## config.mk

```make
export PLATFORM = sky130hd
export DESIGN_NAME = sitcp_tx_mux
export DESIGN_NICKNAME = d
export VERILOG_FILES = /design/src/rtl/sitcp_tx_mux.sv
export SDC_FILE = /design/constraint.sdc
export NUM_CORES = 1
export LEC_CHECK = 0
export CORE_MARGIN = 2
export CORE_UTILIZATION = 35
export CTS_CLUSTER_SIZE = 16
export DETAILED_ROUTE_END_ITERATION = 6
export PLACE_DENSITY = 0.51
export SLEW_MARGIN = 10
export SYNTH_ARGS = -nofsm -noshare
export SYNTH_HDL_FRONTEND = slang
export SYNTH_SLANG_ARGS = --single-unit
```

## constraint.sdc

```tcl
create_clock -name CLK -period 4.6 [get_ports CLK]
set_input_delay 1.15 -clock CLK [delete_from_list [all_inputs] [get_ports CLK]]
set_output_delay 1.15 -clock CLK [all_outputs]
set_load 0.01 [all_outputs]
```

## src/rtl/sitcp_tx_mux.sv

```systemverilog
// sitcp_tx_mux: multi-channel transmit concentrator for the SiTCP TCP transmit port.
//
// Each of NCH channels pushes DW-bit words over ready/valid into its own DEPTH-word FIFO. A
// round-robin arbiter grants bursts of up to BURST words and serialises them MSB-first as bytes
// on TCP_TX_WR/TCP_TX_DATA, honouring TCP_TX_FULL.
//
// Optional feature macro: SITCP_TX_HDR_EN. When defined, each burst is framed by two header
// bytes (0xA0|channel, word count - 1). When undefined, raw words are emitted in grant order.
//
// Ports:
//   CLK           system clock, rising edge
//   SYS_RSTn      synchronous active-low reset
//   TCP_OPEN_ACK  connection open; low flushes all FIFOs and holds the block idle
//   IN_VALID      per-channel word valid
//   IN_DATA       channel c in bits [c*DW +: DW]
//   IN_READY      per-channel FIFO can accept
//   TCP_TX_FULL   SiTCP almost-full back-pressure
//   TCP_TX_WR     registered byte write strobe
//   TCP_TX_DATA   registered byte
//   BUSY          state machine not idle
module sitcp_tx_mux #(
   parameter int unsigned NCH   = 4,
   parameter int unsigned DW    = 16,
   parameter int unsigned DEPTH = 16,
   parameter int unsigned BURST = 4
) (
   input  logic              CLK,
   input  logic              SYS_RSTn,
   input  logic              TCP_OPEN_ACK,
   input  logic [NCH-1:0]    IN_VALID,
   input  logic [NCH*DW-1:0] IN_DATA,
   output logic [NCH-1:0]    IN_READY,
   input  logic              TCP_TX_FULL,
   output logic              TCP_TX_WR,
   output logic [7:0]        TCP_TX_DATA,
   output logic              BUSY
);

   localparam int unsigned AW  = $clog2(DEPTH);
   localparam int unsigned CW  = AW + 1;
   localparam int unsigned GW  = (NCH > 1) ? $clog2(NCH) : 1;
   localparam int unsigned NW  = $clog2(BURST + 1);
   localparam int unsigned BPW = DW / 8;
   localparam int unsigned BW  = (BPW > 1) ? $clog2(BPW) : 1;

`ifdef SITCP_TX_HDR_EN
   typedef enum logic [1:0] {StIdle, StHdr0, StHdr1, StData} state_e;
`else
   typedef enum logic [1:0] {StIdle, StData} state_e;
`endif

   state_e        state_q;
   logic [GW-1:0] rr_q;
   logic [GW-1:0] g_q;
   logic [NW-1:0] left_q;
   logic [BW-1:0] byte_idx_q;
   logic [DW-1:0] shreg_q;

   // Per-channel FIFO storage and bookkeeping
   logic [DW-1:0] mem    [NCH][DEPTH];
   logic [AW-1:0] wr_ptr [NCH];
   logic [AW-1:0] rd_ptr [NCH];
   logic [CW-1:0] count  [NCH];
   logic [NCH-1:0] push;
   logic [NCH-1:0] pop;
   logic           pop_req;
   logic [DW-1:0]  head_word;

   // A word is popped on the edge that issues its first byte
   assign pop_req   = (state_q == StData) & ~TCP_TX_FULL & (byte_idx_q == '0) & TCP_OPEN_ACK;
   assign head_word = mem[g_q][rd_ptr[g_q]];
   assign BUSY      = (state_q != StIdle);

   always_comb begin
      IN_READY = '0;
      push     = '0;
      pop      = '0;
      for (int c = 0; c < NCH; c++) begin
         IN_READY[c] = TCP_OPEN_ACK & (count[c] != CW'(DEPTH));
         push[c]     = IN_VALID[c] & IN_READY[c];
         pop[c]      = pop_req & (g_q == GW'(c));
      end
   end

   always_ff @(posedge CLK) begin
      if (!SYS_RSTn || !TCP_OPEN_ACK) begin
         for (int c = 0; c < NCH; c++) begin
            wr_ptr[c] <= '0;
            rd_ptr[c] <= '0;
            count[c]  <= '0;
         end
      end else begin
         for (int c = 0; c < NCH; c++) begin
            if (push[c]) wr_ptr[c] <= wr_ptr[c] + 1'b1;
            if (pop[c])  rd_ptr[c] <= rd_ptr[c] + 1'b1;
            case ({push[c], pop[c]})
               2'b10:   count[c] <= count[c] + 1'b1;
               2'b01:   count[c] <= count[c] - 1'b1;
               default: ;
            endcase
         end
      end
   end

   always_ff @(posedge CLK) begin
      for (int c = 0; c < NCH; c++) begin
         if (push[c]) mem[c][wr_ptr[c]] <= IN_DATA[c*DW +: DW];
      end
   end

   // Round-robin search upward from rr+1; scanning downward lets the nearest hit win
   logic [GW-1:0] arb_g;
   logic          arb_hit;
   logic [NW-1:0] arb_n;
   logic [CW-1:0] cnt_sel;

   always_comb begin
      int unsigned idx;
      idx     = 0;
      arb_g   = '0;
      arb_hit = 1'b0;
      for (int unsigned k = NCH; k >= 1; k--) begin
         idx = (32'(rr_q) + k) % NCH;
         if (count[GW'(idx)] != '0) begin
            arb_g   = GW'(idx);
            arb_hit = 1'b1;
         end
      end
      cnt_sel = count[arb_g];
      if (32'(cnt_sel) > BURST) arb_n = NW'(BURST);
      else                      arb_n = NW'(cnt_sel);
   end

   always_ff @(posedge CLK) begin
      if (!SYS_RSTn) begin
         state_q     <= StIdle;
         rr_q        <= '0;
         g_q         <= '0;
         left_q      <= '0;
         byte_idx_q  <= '0;
         shreg_q     <= '0;
         TCP_TX_WR   <= 1'b0;
         TCP_TX_DATA <= 8'h00;
      end else if (!TCP_OPEN_ACK) begin
         // Abort: drop any partial burst without trailing bytes
         state_q    <= StIdle;
         rr_q       <= '0;
         byte_idx_q <= '0;
         TCP_TX_WR  <= 1'b0;
      end else begin
         TCP_TX_WR <= 1'b0;
         unique case (state_q)
            StIdle: begin
               if (arb_hit) begin
                  g_q        <= arb_g;
                  rr_q       <= arb_g;
                  left_q     <= arb_n;
                  byte_idx_q <= '0;
`ifdef SITCP_TX_HDR_EN
                  state_q    <= StHdr0;
`else
                  state_q    <= StData;
`endif
               end
            end
`ifdef SITCP_TX_HDR_EN
            StHdr0: begin
               if (!TCP_TX_FULL) begin
                  TCP_TX_WR   <= 1'b1;
                  TCP_TX_DATA <= {4'hA, 4'(g_q)};
                  state_q     <= StHdr1;
               end
            end
            StHdr1: begin
               if (!TCP_TX_FULL) begin
                  TCP_TX_WR   <= 1'b1;
                  TCP_TX_DATA <= 8'(left_q - 1'b1);
                  state_q     <= StData;
               end
            end
`endif
            StData: begin
               if (!TCP_TX_FULL) begin
                  TCP_TX_WR <= 1'b1;
                  if (byte_idx_q == '0) begin
                     TCP_TX_DATA <= head_word[DW-1 -: 8];
                     shreg_q     <= head_word << 8;
                  end else begin
                     TCP_TX_DATA <= shreg_q[DW-1 -: 8];
                     shreg_q     <= shreg_q << 8;
                  end
                  if (byte_idx_q == BW'(BPW - 1)) begin
                     byte_idx_q <= '0;
                     left_q     <= left_q - 1'b1;
                     if (left_q == NW'(1)) state_q <= StIdle;
                  end else begin
                     byte_idx_q <= byte_idx_q + 1'b1;
                  end
               end
            end
            default: state_q <= StIdle;
         endcase
      end
   end

endmodule

```

==> flow_summary.ini <==
[global_route]
grt-ovfl-total = 0
antenna_found_initial = 2
grt_pass1_vias = 24034
grt_max_degree = 89
grt_pass1_wl_um = 177000
grt_use_total = 0.191

[power]
seqPwrFrac = 0.496
p_clk_frac = 0.398
p_comb_frac = 0.106
switching_share = 0.237
p_int_w = 0.0174
p_switching_w = 0.00539
vdd_drop_max_uv = 325
p_leak_nw = 16.2
p_per_area_mw_per_mm2 = 443

[timing]
finalWorstSetupSlack_ns = 0.585
setup_viol_count_final = 0
hold_viol_final = 0
rsz0062_at_grt = false
slew_headroom = 0.342
fmax_mhz = 249
min_period_over_period = 0.873
fin_skew_ns = 0.0500
tightest_slew_ns = 0.984
layout_min_cycle_time_ns = 4.01
fin_tns_setup_ns = 0
maxSlewViolCount = 0

[yosys]
yosys_warnings = 0
syn-num-nets = 2400
synth_cells = 2292
post_synth.cell_area_avg_um2 = 19.3
syn_area_mm2 = 0.0442
synth_seq_area_share = 0.745
ys_seq_elements = 1106
synthArstFlopShare = 0
synth-edff-count = 1076
yosys.cell_types.count = 60
synthFlopType = edfxtp_1

[detailed_routing]
drt_iter0_markers = 2151
avgRoutedWirePerCell_um = 29.3
first_pass_iters = 7
vias_per_cell = 5.46
drcViolationCount = 0
detail-route-antenna-nets = 0
wl_um = 124000
vias = 23151

[die]
core_area_mm2 = 0.125
start_util = 0.352
io_pins = 86
num_rows = 130
die-area_mm2 = 0.129
die_h_um = 359
die_x_um = 359

[final_layout]
finalNonFillerCells = 4238
syn_to_final_growth_pct = 16.4
final_core_util = 0.410
final_nets = 2598
nFillCells = 11070
fin_area_mm2 = 0.0514
drive_gt1_frac = 0.238
n_antenna_cell = 0

[run_status]
status = complete, no violations

[clock_network]
cts_htree_levels = 3
cts-buffers-inserted = 114
cts.hold.buffers_added = 0
cts_tree = yes
cts_setup_buffers = 0
clockBufferDepth = 3
clock_latency_ns = 0.71
cts_resized = 0
cts.clk_slew.worst_paths_ns = 0.06
clock_sinks = 1106
cts.root.buffer_cell = clkbuf_16

[placement]
port_buffers = 85
dpl_worst_slack_ns = 0.259
dp.cells = 4024
gp_congestion = 0.876
dp_hpwl_um = 80600
dpl_cell_area_mm2 = 0.0478

[setup_path]
slowest_stage = clkdlybuf4s50_1
worst_ep_required_time_ns = 3.45
worstPathMaxFanout = 11
crit_top_cell = clkdlybuf4s50_1
cp_cell_sequence = clkdlybuf4s50_1 -> buf_4 -> a21boi_0 -> clkdlybuf4s50_1
crit_path_max_incr_delay_ns = 0.62
path_class = input port to output pin
end_kind = output pin
reg2reg_slack_ns = 1.21
start_kind = input port
cp.arrival_ns = 2.86

[min_path]
min_path_type = flop to flop

[run]
cap_viol_max_count = 0
-- metal layers --
metal,GRT usage,wire length (µm),vias to the layer above
met3,0.0295,7250,179
li1,-,-,9734
met1,0.256,51700,12393
met4,0.0617,3750,2
met5,0,13,-
met2,0.319,61300,843
-- cells by family (layout without fill, tap and decap cells) --
| group | Yosys count | after routing | share of synthesized area |
|---|---|---|---|
| compound gates | 190 | 190 | 0.0292 |
| fa+ha+maj | 36 | 36 | 0.0107 |
| mux | 325 | 325 | 0.148 |
| simple gates | 455 | 455 | 0.0472 |
| flops | 1106 | 1106 | 0.745 |
| xor+xnor | 30 | 30 | 0.00595 |
| buf+inv | 150 | 446 | 0.0138 |
-- registers in the layout (all words and copies together), names as in the netlist, named ones only --
name	count
g_q	2
mem	1024
TCP_TX_WR	1
shreg_q	8
rd_ptr	16
byte_idx_q	1
state_q	1
left_q	3
rr_q	2
count	20
TCP_TX_DATA	8
wr_ptr	16
-- cells in the mapped netlist, types with 12 or more instances --
cell / number / area, µm²
nor2_1: 106 / 398
buf_2: 33 / 165
xor2_1: 15 / 131
clkbuf_1: 56 / 210
nand3_1: 57 / 285
and3_1: 12 / 75.1
o211ai_1: 13 / 97.6
inv_1: 28 / 105
and2_1: 25 / 156
mux2i_1: 51 / 510
mux4_2: 263 / 5920
a21oi_1: 36 / 180
o21ai_0: 41 / 205
xnor2_1: 15 / 131
ha_1: 33 / 413
dfxtp_1: 30 / 601
a22oi_1: 18 / 135
a31oi_1: 14 / 87.6
nand2_1: 167 / 627
a221oi_1: 17 / 149
edfxtp_1: 1076 / 32300
buf_1: 31 / 116
nor3_1: 29 / 145
-- layout make-up --
cell class,instances,area (µm²),share of cell area
clock inverters,72,633,0.0123
multi-input cells,1036,10800,0.211
repair buffers,203,1840,0.0357
clock buffers,142,3020,0.0587
inverters,29,109,0.00212
flip-flops and latches,1106,32900,0.640
well taps,1650,2060,0.0402
-- per-stage QoR --
| step | total power [W] | hold WS, ns |
|---|---|---|
| after floorplan | 0.0129 | 0.416 |
| after global placement | 0.0140 | 0.501 |
| after detailed placement | 0.0140 | 0.528 |
| after CTS | 0.0230 | 0.537 |
| after global routing | 0.0235 | 0.552 |
| final | 0.0228 | 0.543 |
-- final timing paths --
| kind | start | to | cells past startpoint |
|---|---|---|---|
| max | TCP_OPEN_ACK | IN_READY[3] | 4 |
| min | shreg_q[12] | shreg_q[12] | 2 |
| max reg2reg | flop | TCP_TX_DATA[5] | 10 |
| min reg2reg | shreg_q[12] | shreg_q[12] | 2 |
-- placed cells by master (no fill, tap or decap), types with 24 or more instances in the layout --
cell type,count
clkdlybuf4s50_1,85
clkbuf_1,24
mux4_2,262
buf_4,110
a21oi_1,36
clkbuf_16,116
inv_1,28
nor2_2,36
and2_1,25
nand2_1,167
ha_1,33
clkinv_1,31
o21ai_0,40
edfxtp_1,1076
dfxtp_1,28
nand3_1,57
mux2i_1,51
nor2_1,70
-- power groups by stage --
stage / Clock [W] / Combinational, W / Sequential, W
2_1_floorplan: 0 / 0.00145 / 0.0114
3_3_place_gp: 0 / 0.00246 / 0.0115
3_5_place_dp: 0 / 0.00248 / 0.0115
4_1_cts: 0.00925 / 0.00248 / 0.0113
5_1_grt: 0.00962 / 0.00258 / 0.0113
6_report: 0.00906 / 0.00242 / 0.0113
-- worst max-delay path: cells and delay by family --
family / cells / cell delay, ns
AO/OA/AOI/OAI: 1 / 0.40
buffers and inverters: 3 / 1.30
Note: power is estimated with default switching activity, not from simulation.
